--- config.mk ---
export PLATFORM = sky130hd
export DESIGN_NAME = systolic_feed_scheduler
export DESIGN_NICKNAME = d
export VERILOG_FILES = /design/src/rtl/systolic_feed_scheduler_pkg.sv /design/src/rtl/systolic_feed_scheduler.sv
export SDC_FILE = /design/constraint.sdc
export NUM_CORES = 1
export LEC_CHECK = 0
export BUFFER_PORTS_ARGS = -buffer_cell sky130_fd_sc_hd__buf_4
export CAP_MARGIN = 10
export CORE_ASPECT_RATIO = 1.2
export CORE_MARGIN = 3
export CORE_UTILIZATION = 40
export CTS_BUF_LIST = sky130_fd_sc_hd__clkbuf_8 sky130_fd_sc_hd__clkbuf_16
export CTS_CLUSTER_DIAMETER = 30
export DETAILED_ROUTE_END_ITERATION = 8
export GPL_TIMING_DRIVEN = 0
export SKIP_CTS_REPAIR_TIMING = 1
export SYNTH_ARGS = -nofsm -noshare
export SYNTH_HDL_FRONTEND = slang
export SYNTH_SLANG_ARGS = --single-unit
--- constraint.sdc ---
create_clock -name clk -period 5.6 [get_ports clk]
set_input_delay 1.12 -clock clk [delete_from_list [all_inputs] [get_ports clk]]
set_output_delay 1.12 -clock clk [all_outputs]
set_load 0.005 [all_outputs]
--- src/rtl/systolic_feed_scheduler_pkg.sv ---
// Shared definitions for the systolic array feed path: scheduler state
// encoding and the width helpers that the scheduler, array top and FIFO bank must agree on.
package systolic_pkg;

  typedef enum logic [1:0] {
    ST_IDLE = 2'd0,
    ST_RUN  = 2'd1,
    ST_DONE = 2'd2
  } sched_state_t;

  // Step counter must hold len + ROWS - 2 without wrapping.
  function automatic int step_width(input int rows, input int len_width);
    return len_width + $clog2(rows) + 1;
  endfunction

  // Occupancy counter width for a FIFO of the given depth (0..depth inclusive).
  function automatic int fifo_cnt_width(input int depth);
    return $clog2(depth + 1);
  endfunction

endpackage

--- src/rtl/systolic_feed_scheduler.sv ---
// Read-side sequencer for the west-edge row FIFOs: drains len elements per row
// in a diagonal wavefront, stalling all rows together when any due row is empty.
module systolic_feed_scheduler
  import systolic_pkg::*;
#(
  parameter int ROWS      = 4,
  parameter int LEN_WIDTH = 8,
  parameter int STEP_W    = step_width(ROWS, LEN_WIDTH)
) (
  input  logic                 clk,
  input  logic                 rst_n,
  input  logic                 start,
  input  logic [LEN_WIDTH-1:0] len,
  input  logic [ROWS-1:0]      fifo_empty,
  output logic [ROWS-1:0]      fifo_r_en,
  output logic                 step,
  output logic [ROWS-1:0]      row_active,
  output logic                 busy,
  output logic                 done,
  output logic [15:0]          stall_count
);

  sched_state_t         state, state_nx;
  logic [STEP_W-1:0]    t;
  logic [LEN_WIDTH-1:0] len_q;
  logic [STEP_W-1:0]    len_ext;
  logic [STEP_W-1:0]    last_t;
  logic [ROWS-1:0]      win;
  logic                 in_run;
  logic                 stall;
  logic                 last_step;
  logic                 accept;

  always_comb begin
    len_ext = STEP_W'(len_q);
    last_t  = len_ext + STEP_W'(ROWS) - STEP_W'(2);
  end

  for (genvar r = 0; r < ROWS; r++) begin : g_win
    localparam logic [STEP_W-1:0] ROW_IDX = STEP_W'(r);
    assign win[r] = (t >= ROW_IDX) && (t < ROW_IDX + len_ext);
  end

  // Reset gates the read path combinationally so no FIFO pops on the reset edge.
  always_comb begin
    in_run     = (state == ST_RUN) && !rst_n;
    stall      = in_run && (|(win & fifo_empty));
    step       = in_run && !stall;
    fifo_r_en  = step ? win : '0;
    row_active = fifo_r_en;
    busy       = (state == ST_RUN);
    done       = (state == ST_DONE);
    last_step  = step && (t == last_t);
    accept     = start && (len != '0);
  end

  always_comb begin
    state_nx = state;
    unique case (state)
      ST_IDLE: if (accept) state_nx = ST_RUN;
      ST_RUN:  if (last_step) state_nx = ST_DONE;
      ST_DONE: state_nx = ST_IDLE;
      default: state_nx = ST_IDLE;
    endcase
  end

  always_ff @(posedge clk) begin
    if (rst_n) begin
      state       <= ST_IDLE;
      t           <= '0;
      len_q       <= '0;
      stall_count <= '0;
    end else begin
      state <= state_nx;
      if (state == ST_IDLE && accept) begin
        len_q       <= len;
        t           <= '0;
        stall_count <= '0;
      end
      if (step && !last_step)
        t <= t + STEP_W'(1);
      if (stall && stall_count != 16'hFFFF)
        stall_count <= stall_count + 16'd1;
    end
  end

endmodule

==> results of run 1 <==
-- stage by stage --
step	hold slack (ns)	TNS, ns	utilization
after global placement	0.552	0	0.477
final	0.567	0	0.490
after CTS	0.568	-0.0223	0.488
after floorplan	0.530	0	-
after global routing	0.611	0	0.490
after detailed placement	0.555	0	0.477
-- area by class of cell --
cell class / count / area share
inverters: 18 / 0.0195
plain buffers: 14 / 0.0285
well taps: 90 / 0.0309
multi-input cells: 308 / 0.610
repair buffers: 41 / 0.0844
flip-flops and latches: 37 / 0.203
clock buffers: 5 / 0.0189
clock inverters: 3 / 0.00480
-- final timing paths --
check	from	to	slack, ns
min reg2reg	stall_count[6]$_SDFFE_PP0P_	stall_count[6]$_SDFFE_PP0P_	0.57
max	len_q[3]$_SDFFE_PP0P_	row_active[3]	0.41
max reg2reg	len_q[3]$_SDFFE_PP0P_	stall_count[1]$_SDFFE_PP0P_	1.80
min	stall_count[6]$_SDFFE_PP0P_	stall_count[6]$_SDFFE_PP0P_	0.57
-- power by group --
group,leakage [uW],switching [uW],internal (uW)
Combinational,0.00115,83.5,57.5
Sequential,0.000300,10.1,269
Clock,0.0000439,103,86.0
Total,0.00150,197,412
-- worst max-delay path: stages, from the launching register on --
cell	delay, ns
dfxtp_1	0.52
clkinvlp_4	0.29
nor4_2	0.39
nand2_1	0.11
xnor2_1	0.14
ha_1	0.32
nand4_1	0.09
a21oi_1	0.20
o2111ai_1	0.20
nand4_2	0.16
o2111a_1	0.24
buf_6	0.17
buf_4	0.19
nand2_2	0.16
nor4_1	0.30
buf_4	0.17
buf_4	0.09
-- cell usage in the layout, fill, tap and decap left out, types with 3 or more instances in the layout --
master / n
buf_4: 46
ha_1: 41
nor2_1: 37
dfxtp_1: 37
a21oi_1: 28
nand2_1: 26
xnor2_1: 21
nand3_1: 18
inv_1: 16
nor4_1: 15
a221o_1: 13
nor3_1: 12
nor2b_1: 10
and3_1: 8
nand4_1: 8
o21ai_0: 7
a21o_1: 6
clkbuf_8: 5
buf_6: 4
clkbuf_1: 3
or2_2: 3
nand2b_1: 3
a211o_1: 3
nor4b_1: 3
or3_1: 3
nand3b_1: 3
mux2_2: 3
and2_1: 3
o211ai_1: 3
-- registers in the layout, summed over array words and instances (netlist names) --
| register | cells |
|---|---|
| stall_count | 16 |
| t | 11 |
| state | 2 |
| len_q | 8 |
-- logic make-up after synthesis --
group,Yosys count,share of synthesized area
compound gates,73,0.173
xor+xnor,22,0.0616
fa+ha+maj,41,0.164
buf+inv,33,0.0560
flops,37,0.237
mux,4,0.0140
simple gates,168,0.295
-- metal layers --
layer	GRT usage	vias up	share of wire
met3	0.0272	7	0.040
met2	0.336	64	0.48
met1	0.262	1367	0.47
met4	0.0552	0	0.013
li1	-	1484	-
met5	0	-	0
==> reports/metrics.cfg, run 1 <==
[synth]
yosys_warnings=0
avgSynthCellArea_um2=8.28
synth_seq_cells=37
syn-cell-area_um2=3130
yosys-top-cells-count=41 x ha_1, 37 x dfxtp_1, 37 x nor2_1
yosysSeqAreaShare=0.237
synth-edff-count=0
synth_most_common_cell=ha_1
synthTopCellsByArea=dfxtp_1 24%, ha_1 16%, xnor2_1 5.9%
syn-instance-count=378
synth.top_cell.area_share=0.237
synthDistinctLibCells=53
async_flop_share=0
ys.flop_type=dfxtp_1
synth_top_area_cell=dfxtp_1
syn_nets=434

[global_route]
grt_start_max_net_pins=13
antenna_found_initial=0
grt_usage=0.198
grt_pass1_vias=2765
gr-total-overflow=0
grt_pass1_wl_mm=13.8

[power]
power_leakage_uw=0.00150
finalPower_uw=609
p_per_area_nw_per_um2=167
vdd_ir_drop_max_v=0.000129

[place]
post-place-cells=509
io_buffers=41
hpwl_mm=6.50
routabilityCongestion=0.873
dpl_cell_area_um2=3550
pre_cts_ws_ns=0.346

[clocking]
clock-sinks=37
clk_pin_slew_ns=0.08
cts_tree=yes
cts_htree_levels=2
clkLatencyLatePin_ns=0.29
cts_root_buffer=clkbuf_8
cts_buffer_depth=2
numCtsBuffers=5

[floorplanning]
initial_core_util=0.420
dieArea_um2=8920
die_h_um=103
die_w_um=86.7
rows=34
core_um2=7440
io_pins=42

[timing]
max_slew_margin=0.536
clock_skew_ns=0.00663
fmax_mhz=193
worstMarginPinSlew_ns=0.695
final_hold_viol_count=0
fin_crit_ns=5.19
layout_setup_ws_ns=0.409
fin_crit_sh=0.927
grt_setup_unrepaired=no
finalMaxSlewViolations=0
setup_viol_count_final=0

[finish]
fill_cells=747
final_layout_size_suffix_gt1_frac=0.192
n_antenna_cell=0
fin_area_um2=3650
final_nets=481
syn_to_final_growth_pct=16.6
finalNonFillerCells=516
seq_area_um2=741
multi_input_area_um2=2230

[worst_hold_path]
holdPathStages=1
holdCritPathClass=reg2reg

[status]
outcome=finished clean

[routing]
routedWlPerCell_um=16.4
dr.first_iter.drc_count=172
routed-via-count=2922
vias_per_cell=5.66
final_antenna_net_count=0
totalWireLength_mm=8.45
dr.pass1.iters=4
drc=0

[worst_setup_path]
cp_data_arrival_time_ns=4.07
crit_fanout=10
start_kind=register
criticalPathCategory=reg2out
cp-end-kind=output port
required_ns=4.48
reg2reg_depth=13

[run]
cap_violations=0

(Power assumes the default switching activity.)
==> run 2: changes to the inputs <==
Settings changed: BUFFER_PORTS_ARGS -buffer_cell sky130_fd_sc_hd__buf_4 to not set, DONT_BUFFER_PORTS set to 1.
Clock period 5.6 ns to 5.7 ns, I/O delays scaled along.
==> run 2 against run 1 <==
  * Final cell count decreased by 7.8%
  * Count of clock-buffer cells in the layout up 1
  * Critical path depth decreased by 1
  * Sequential power decreased by 2%
  * Critical endpoint is now row_active[2]
==> reports/metrics.cfg, run 2 (synthesis gave the netlist of run 1 again) <==
[worst_setup_path]
crit_buf_inv=5
crit_fanout=10
start_kind=register
slowest_delay_ns=0.46
slowest_stage=nor4_2
reg2reg_depth=14
criticalPathCategory=reg2out
required_ns=4.56
cp-end-kind=output port
cp_cell_sequence=clkbuf_1 -> clkinv_1 -> nor4_2 -> and3_1 -> nand2_1 -> ha_1 -> and3_1 -> o21ai_0 -> o211ai_1 -> o2111a_1 -> buf_6 -> buf_4 -> nand2_2 -> nor4_1 -> buf_4
path_delay_family=simple AND/OR/NAND/NOR gates
cp_data_arrival_time_ns=4.29
crit_cells=15

[timing]
finalSetupTns_ns=0
fin_crit_sh=0.952
max_slew_margin=0.488
fin_crit_ns=5.43
final_hold_viol_count=0
finalMaxSlewViolations=0
holdWs_ns=0.580
clock_skew_ns=0.00726
setup_viol_count_final=0
fmax_mhz=184
worstMarginPinSlew_ns=0.758

[routing]
totalWireLength_mm=8.17
drc=0
routed-via-count=2798
vias_per_cell=5.88
dr.first_iter.drc_count=167
routedWlPerCell_um=17.2
final_antenna_net_count=0
dr.pass1.iters=6

[floorplanning]
die_w_um=86.7
core_um2=7440
dieArea_um2=8920
rows=34
io_pins=42
initial_core_util=0.420
die_h_um=103

[clocking]
cts_buffer_depth=2
clkLatencyLatePin_ns=0.29
clock-sinks=37
clk_pin_slew_ns=0.08
cts_htree_levels=2
cts_tree=yes
numCtsBuffers=5
cts_root_buffer=clkbuf_8

[status]
outcome=finished clean

[finish]
reg_top3=stall_count x16, t x11, len_q x8
n_antenna_cell=0
largest_reg_flops=16
final_nets=441
regMostFlops=stall_count
syn_to_final_growth_pct=7.92
layout_common_cells=41 x ha_1, 37 x nor2_1, 37 x dfxtp_1
final_common_cell=ha_1
final_util=0.454
final_layout_size_suffix_gt1_frac=0.104

[place]
hpwl_mm=6.25
io_buffers=0
routabilityCongestion=0.904

[global_route]
grt_usage=0.185
top_usage_layer=met2
met1_usage=0.222
antenna_found_initial=1
grt_pass1_vias=2562
grt_start_max_net_pins=12
use_met2=0.317
grt_pass1_wl_mm=12.9
met3_usage=0.0472
gr-total-overflow=0

[power]
power_leakage_uw=0.00130
p_per_area_nw_per_um2=188
vdd_ir_drop_max_v=0.000118

[run]
cap_violations=0

[worst_hold_path]
holdCritPathClass=reg2reg
holdPathStages=1

run 2: cell type report:
class	instances	area (um^2)
clock buffer	6	82.6
sequential	37	741
tap	90	113
clock inverter	2	33.8
buffer	15	108
multi-input combinational	308	2230
inverter	18	67.6
fill	724	4070
run 2: final timing paths:
kind	from	endpoint	slack, ns
worst max-delay path	len_q[3]$_SDFFE_PP0P_	row_active[2]	0.27
worst min-delay path	stall_count[4]$_SDFFE_PP0P_	stall_count[4]$_SDFFE_PP0P_	0.58
worst max register to register	len_q[3]$_SDFFE_PP0P_	stall_count[1]$_SDFFE_PP0P_	1.66
worst min register to register	stall_count[4]$_SDFFE_PP0P_	stall_count[4]$_SDFFE_PP0P_	0.58
run 2: through the flow:
| stage | cell area [um^2] | cells | setup slack [ns] | power, uW |
|---|---|---|---|---|
| global placement | 3240 | 468 | 0.415 | 402 |
| CTS | 3360 | 476 | 0.122 | 642 |
| detailed placement | 3240 | 468 | 0.460 | 404 |
| finish | 3380 | 476 | 0.273 | 636 |
| global route | 3380 | 476 | -0.0517 | 669 |
| floorplan | 3130 | 378 | 1.27 | 372 |
run 2: metal layers:
| layer | vias up | part of all wire |
|---|---|---|
| met4 | 2 | 0.022 |
| met2 | 68 | 0.48 |
| met3 | 13 | 0.058 |
| li1 | 1407 | - |
| met1 | 1308 | 0.44 |
| met5 | - | 0.0016 |
run 2: where the power goes:
group	switching (uW)	total (uW)	internal, uW
combinational	79.2	126	47.2
clock	95.3	236	141
sequential	9.18	273	264
total	184	636	452
